## src/rtl/pipeline_stall_controller.sv

```systemverilog
// pipeline_stall_controller: stall/flush sequencer for load-use, taken-branch and multi-cycle EX hazards
// Ports: clk/rst_n (async active-low); ID/EX hazard inputs; branch_taken, mc_start, cnt_clr;
//        pc_en/ifid_en/idex_en enables, ifid/idex/exmem flushes, busy, stall_cycles/flush_events counters.
module pipeline_stall_controller #(
    parameter int MC_LAT = 4,
    parameter int CNT_W  = 3,
    parameter int PERF_W = 16
) (
    input  logic              clk,
    input  logic              rst_n,
    input  logic [3:0]        IFID_rs,
    input  logic [3:0]        IFID_rt,
    input  logic              IFID_rs_valid,
    input  logic              IFID_rt_valid,
    input  logic [3:0]        IDEX_rd,
    input  logic              IDEX_mem_read,
    input  logic              branch_taken,
    input  logic              mc_start,
    input  logic              cnt_clr,
    output logic              pc_en,
    output logic              ifid_en,
    output logic              idex_en,
    output logic              ifid_flush,
    output logic              idex_flush,
    output logic              exmem_flush,
    output logic              busy,
    output logic [PERF_W-1:0] stall_cycles,
    output logic [PERF_W-1:0] flush_events
);
    typedef enum logic {RUN, MC_WAIT} state_t;
    state_t state;
    logic [CNT_W-1:0] mc_cnt;
    logic run, load_use, br, mc, lu, freeze;
    always_comb begin
        run = state == RUN;
        load_use = IDEX_mem_read && ((IFID_rs_valid && IFID_rs == IDEX_rd) || (IFID_rt_valid && IFID_rt == IDEX_rd));
        br = run && branch_taken;
        mc = run && !branch_taken && mc_start;
        lu = run && !branch_taken && !mc_start && load_use;
        // entry cycle plus every MC_WAIT cycle except the release cycle
        freeze = mc || (!run && mc_cnt > CNT_W'(1));
        pc_en = rst_n && !freeze && !lu;
        ifid_en = rst_n && !freeze && !lu;
        idex_en = rst_n && !freeze;
        ifid_flush = !rst_n || br;
        idex_flush = !rst_n || br || lu;
        exmem_flush = !rst_n || freeze;
        busy = rst_n && !run;
    end
    always_ff @(posedge clk or negedge rst_n) begin
        if (!rst_n) begin
            state <= RUN;
            mc_cnt <= '0;
            stall_cycles <= '0;
            flush_events <= '0;
        end else begin
            if (run) begin
                if (mc) begin
                    state <= MC_WAIT;
                    mc_cnt <= CNT_W'(MC_LAT - 1);
                end
            end else if (mc_cnt > CNT_W'(1)) begin
                mc_cnt <= mc_cnt - 1'b1;
            end else begin
                state <= RUN;
                mc_cnt <= '0;
            end
            if (cnt_clr) begin
                stall_cycles <= '0;
                flush_events <= '0;
            end else begin
                if (!pc_en && stall_cycles != '1) stall_cycles <= stall_cycles + 1'b1;
                if (br && flush_events != '1) flush_events <= flush_events + 1'b1;
            end
        end
    end
endmodule

```

## config.mk

```make
export PLATFORM = sky130hd
export DESIGN_NAME = pipeline_stall_controller
export DESIGN_NICKNAME = d
export VERILOG_FILES = /design/src/rtl/pipeline_stall_controller.sv
export SDC_FILE = /design/constraint.sdc
export NUM_CORES = 1
export LEC_CHECK = 0
export ABC_AREA = 1
export ABC_CLOCK_PERIOD_IN_PS = 1700
export BUFFER_PORTS_ARGS = -buffer_cell sky130_fd_sc_hd__buf_2
export CORE_ASPECT_RATIO = 1.25
export CORE_MARGIN = 5
export CORE_UTILIZATION = 56
export CTS_BUF_LIST = sky130_fd_sc_hd__clkbuf_8
export CTS_CLUSTER_DIAMETER = 40
export DETAILED_ROUTE_END_ITERATION = 7
export GPL_TIMING_DRIVEN = 0
export MAX_ROUTING_LAYER = met4
export PLACE_DENSITY_LB_ADDON = 0.12
export SLEW_MARGIN = 20
export SYNTH_ARGS = -nofsm -noshare
export SYNTH_HDL_FRONTEND = slang
export SYNTH_SLANG_ARGS = --single-unit
```

## constraint.sdc

```tcl
create_clock -name clk -period 1.7 [get_ports clk]
set_input_delay 0.085 -clock clk [delete_from_list [all_inputs] [get_ports clk]]
set_output_delay 0.085 -clock clk [all_outputs]
set_load 0.1 [all_outputs]
```

Word-level counts from Yosys, hierarchy flattened
Cells that the tools add are included.
Widths: inputs -> output; s select.
Storage, ports and cells
  logic and storage cells: 51
  input bits: 20
  flip-flop bits (word level): 36
Cells by class
  multiplexer cells: 10
  reductions and logical operators: 28
  equal/unequal tests: 4
  $lt $le $gt $ge: 1
  bitwise operators: 1
  add/subtract/negate cells: 3
Operators with widths (count)
  $mux 16: 4
  $add 16x1->16 const B: 2
  $ne 16x16->1 const B: 2
  $logic_and 1x1->1: 14
  $mux 3: 3
  $eq 4x4->1: 2
  $logic_not 1->1: 6
  $reduce_bool 2->1: 3
  $logic_or 1x1->1: 5
  $gt 3x1->1 const B: 1
  $mux 1: 3
  $sub 3x1->3 const B: 1
  $not 1->1: 1

Depth between registers and ports, before layout
  depth after elaboration: 11
  gate-level depth with buffers: 12
  gate-level depth less buffers: 11

Least setup slack after synthesis
No wires, ideal clock.
  kind: reg2out
  start point: register mc_cnt[1]
  end point: output pc_en
  arrival: 3.154 ns
  stages on the path, launching flop included: 11
  data required time: 1.615 ns
  path slack: -1.539 ns
  path through: dfrtp_1 > inv_1 > ha_1 > o21ai_1 > nand2_1 > nand2_1 > nor2_2 > nand2_4 > buf_2 > inv_1 > buf_4
On the way
  cells in the longest elaborated chain, start to end: 6
Ends and longest elaborated chain
  start, declared: RTL line 32  | logic [CNT_W-1:0] mc_cnt;
  start signal, assigned: RTL line 60  | mc_cnt <= CNT_W'(MC_LAT - 1);
  start signal, assigned: RTL line 63  | mc_cnt <= mc_cnt - 1'b1;
  $gt 3x1->1: RTL line 41  | freeze = mc || (!run && mc_cnt > CNT_W'(1));
  $logic_and 1x1->1: RTL line 41
  $logic_or 1x1->1: RTL line 41
  $logic_not 1->1
  $logic_and 1x1->1
  net idex_en: RTL line 22  | output logic idex_en,
  $logic_and 1x1->1: RTL line 42  | pc_en = rst_n && !freeze && !lu;
  end, declared: RTL line 20  | output logic pc_en,
The timed path passes the listed nets, and every way through them passes these cells.

Worst setup path after layout
  start point: register mc_cnt[0]
  end point: output pc_en
On the way
  cells in the longest elaborated chain, start to end: 6
Ends and longest elaborated chain (RTL line)
  $gt 3x1->1: 41
  $logic_and 1x1->1: 41
  $logic_or 1x1->1: 41
  $logic_not 1->1: 42
  $logic_and 1x1->1 (2 in series): 42
Every way passes these cells.

==> reports/qor.log <==
[synth] most used standard cells in the synthesized netlist sky130_fd_sc_hd__nand2_1, sky130_fd_sc_hd__inv_1, sky130_fd_sc_hd__nand3_1
[layout] layout net count 481
[clock_network] worst skew pair latency 300 ps
[floorplan] die span in x 70.0 µm
[critical_path] worst endpoint data arrival time 1880 ps
[critical_path] cell with the largest stage delay on the worst path sky130_fd_sc_hd__dfrtp_2
[critical_path] Setup crit start kind flop
[global_route] maximum number of pins on one net before global-route repair 41
[floorplan] die area 5960 µm²
[critical_path] series of cell instances along the critical path ha_4 -> o21ai_4 -> nand2_2 -> nand2_4 -> nor2_4 -> nand2_4 -> buf_8 -> clkinvlp_4 -> buf_12 -> buf_12
[layout] post-route standard cell area excluding fillers 3620 µm²
[place] placed instance area 3110 µm²
[synth] number of standard cells after synthesis 365
[timing] worst hold slack 29.8 ps
[floorplan] Core Footprint 4390 µm²
[synth] cell with the most instances after synthesis sky130_fd_sc_hd__nand2_1
[clock_network] CTS root buffer sky130_fd_sc_hd__clkbuf_8
[layout] Final Util 82.5%
[layout] total of fill cells in the finished design 281
[critical_path] WS Path Type flop to primary output
[clock_network] number of sinks on the clock net 36
[synth] largest cells by area after synthesis sky130_fd_sc_hd__dfrtp_1, sky130_fd_sc_hd__nand2_1, sky130_fd_sc_hd__inv_1
[timing] worst max-slew margin expressed relative to the limit 65.4%
[critical_path] largest stage delay on the critical path 450 ps
[drt] number of vias per cell 5.61
[synth] part of the Yosys area used for sequential elements 35.7%
[timing] ratio of final minimum period to clock period 116%
[floorplan] top-level port count 59
[drt] vias after detailed routing 2895
[critical_path] crit end category primary output
[clock_network] Clock H-tree levels 2
[timing] clk_skew 5.25 ps
[place] minimum setup slack after placement -436 ps
[clock_network] maximum buffer depth of the clock tree 2
[place] Final GP Congestion 0.906
[drt] total wire length 7760 µm
[layout] count of antenna diodes in the layout 0
[global_route] overall fraction of global-route tracks in use 24.6%
[pwr] leakage power summed over all cells 0.00186 µW
[floorplan] number of placement rows 27
[synth] share of synthesized flip-flops with an asynchronous set or reset 100%
[worst_hold_path] min-delay worst type input port to flop
[synth] Avg Synthesized Cell Area 6.91 µm²
[timing] setup repair after global routing missed its margin yes
[synth] Post-synth EDFFs 0
[timing] slew of the pin with the lowest slew margin 518 ps
[place] post-detail-place hpwl 4760 µm
[drt] WL per Instance 15.0 µm
[critical_path] Max FO, Critical Path 4
[synth] Main synth FF type sky130_fd_sc_hd__dfrtp_1
[synth] fraction of synthesized cell area taken by the top area cell type 35.7%
[status] violated checks negative setup slack
[synth] biggest area consumer among synthesized cells sky130_fd_sc_hd__dfrtp_1
[global_route] global-route track usage on met3 4.15%
[pwr] power density over cell area 1060 nW/µm²
[timing] highest achievable clock rate 508 MHz
[run] max_cap viols 0
[pwr] Max IR drop VDD 0.000796 V
[drt] number of nets with antenna violations after detailed routing 0
[drt] count of unresolved DRC violations after routing 0
[synth] count of state elements after synthesis 36
[critical_path] gate family responsible for the most delay along the worst path buffers and inverters
[global_route] global-route wire length before repair 11700 µm
[layout] proportion of layout cells with a drive suffix above 1 40.0%
[timing] number of pins exceeding their max-slew limit in the final report 0
[synth] area of the mapped netlist 2520 µm²
[layout] total area of sequential cells 962 µm²
[global_route] peak-usage layer in the global routing report met2
[timing] least setup slack across all paths after layout -269 ps
[drt] first-iteration detailed-routing DRC count 223
[timing] time the worst path needs with I/O delays and setup 1970 ps
[synth] number of nets in the synthesized netlist 389
[drt] First-pass DRT Iterations 7
[global_route] number of antenna violations at the first check in global routing 0
[status] outcome finished, violations left
[synth] synth unique cells 32
[global_route] met1 track demand over resource in global routing 27.0%
[layout] multi-input combinational cell area 1550 µm²
[global_route] global-route track usage on met2 43.7%
[floorplan] effective utilization at floorplan 57.4%
[floorplan] height of the die 85.0 µm
[layout] area grow syn2layout 43.6%
[place] port bufs 58
[clock_network] clock edge transition at the registers on the reported setup and hold paths 70 ps
[global_route] vias in the first global route 2692
[global_route] gr ovfl total 0
[critical_path] data required time at the worst endpoint 1620 ps
[timing] hold violation count in the final report 0
[synth] synth warn 0
[clock_network] CTS buffer count 5
[timing] number of failing setup endpoints in the final timing report 19
[critical_path] number of buffer and inverter instances along the worst setup path 4
[clock_network] CTS tree yes
cells in the final DEF, fill, tap and decap left out, types with 6 or more instances in the layout:
cell type / count
sky130_fd_sc_hd__nand2_1: 86
sky130_fd_sc_hd__inv_1: 56
sky130_fd_sc_hd__buf_2: 54
sky130_fd_sc_hd__nor2_1: 34
sky130_fd_sc_hd__dfrtp_2: 25
sky130_fd_sc_hd__nand3_1: 24
sky130_fd_sc_hd__buf_4: 24
sky130_fd_sc_hd__nand4_1: 23
sky130_fd_sc_hd__nand3_2: 15
sky130_fd_sc_hd__o21ai_1: 10
sky130_fd_sc_hd__nor3_1: 9
sky130_fd_sc_hd__xor2_1: 8
sky130_fd_sc_hd__dfrtp_4: 8
sky130_fd_sc_hd__nand2_2: 7
sky130_fd_sc_hd__clkbuf_8: 7
sky130_fd_sc_hd__buf_12: 6
report_power, final:
group	leakage, µW	internal (µW)	switching (µW)
registers	0.000438	967	122
clock network	0.0000557	364	322
logic	0.00136	750	1310
flip-flops by register name (all words and copies together), names as in the netlist:
signal	flops
mc_cnt	3
flush_events	16
state	1
stall_cycles	16
per-layer routing:
layer  part of all wire (%)  routed length (µm)  vias up
met2                     52                4050      149
met1                     38                2920     1364
met5                      0                   0        -
li1                       -                   -     1355
met3                    6.9                 535       27
met4                    3.1                 244        0
through the flow:
stage	cells	setup TNS [ps]	power (µW)
after floorplan	365	-7290	2320
after global placement	481	-1600	2560
after detailed placement	481	-2490	2600
after CTS	495	-657	3440
after global routing	516	-3210	4000
final	516	-1720	3830
final timing paths:
kind                                               from                      endpoint  slack (ps)  cells past startpoint
hold reg to reg            stall_cycles[12]$_DFFE_PN0P_  stall_cycles[12]$_DFFE_PN0P_         550                      2
max in group asynchronous                         rst_n  stall_cycles[11]$_DFFE_PN0P_        1090                      3
hold / removal                                  cnt_clr   flush_events[0]$_DFFE_PN0P_          30                      2
setup reg to reg                  mc_cnt[1]$_DFFE_PN0P_   stall_cycles[9]$_DFFE_PN0P_         -90                     13
setup / recovery                  mc_cnt[0]$_DFFE_PN0P_                         pc_en        -270                     10
min in group asynchronous                         rst_n   stall_cycles[9]$_DFFE_PN0P_         410                      3
timing repair:
action                                 CTS  global route
resized for setup                       16            26
gates cloned                             0             2
buffers inserted                         6            17
pin swaps                                5            20
setup endpoints to repair               31            34
endpoints found under the hold margin   36            36
cell type report:
class | count | share of cell area [%]
Sequential cell | 36 | 26.6
Inverter | 59 | 6.22
Multi-Input combinational cell | 259 | 42.8
Clock inverter | 1 | 0.104
Buffer | 11 | 3.21
Clock buffer | 7 | 2.66
Tap cell | 58 | 2.00
Timing Repair Buffer | 85 | 16.4
kinds of logic (layout without fill, tap and decap cells):
group | after synthesis | count (layout) | share of synthesized area, %
DFF | 36 | 36 | 35.7
adders and majority gates | 4 | 4 | 1.98
xor gates and xnor gates | 13 | 13 | 4.51
AOI/OAI and AO/OA | 22 | 22 | 4.76
buffers and inverters | 70 | 163 | 12.1
and+or+nand+nor | 220 | 220 | 40.9
Power figures use the tool's default switching activity.
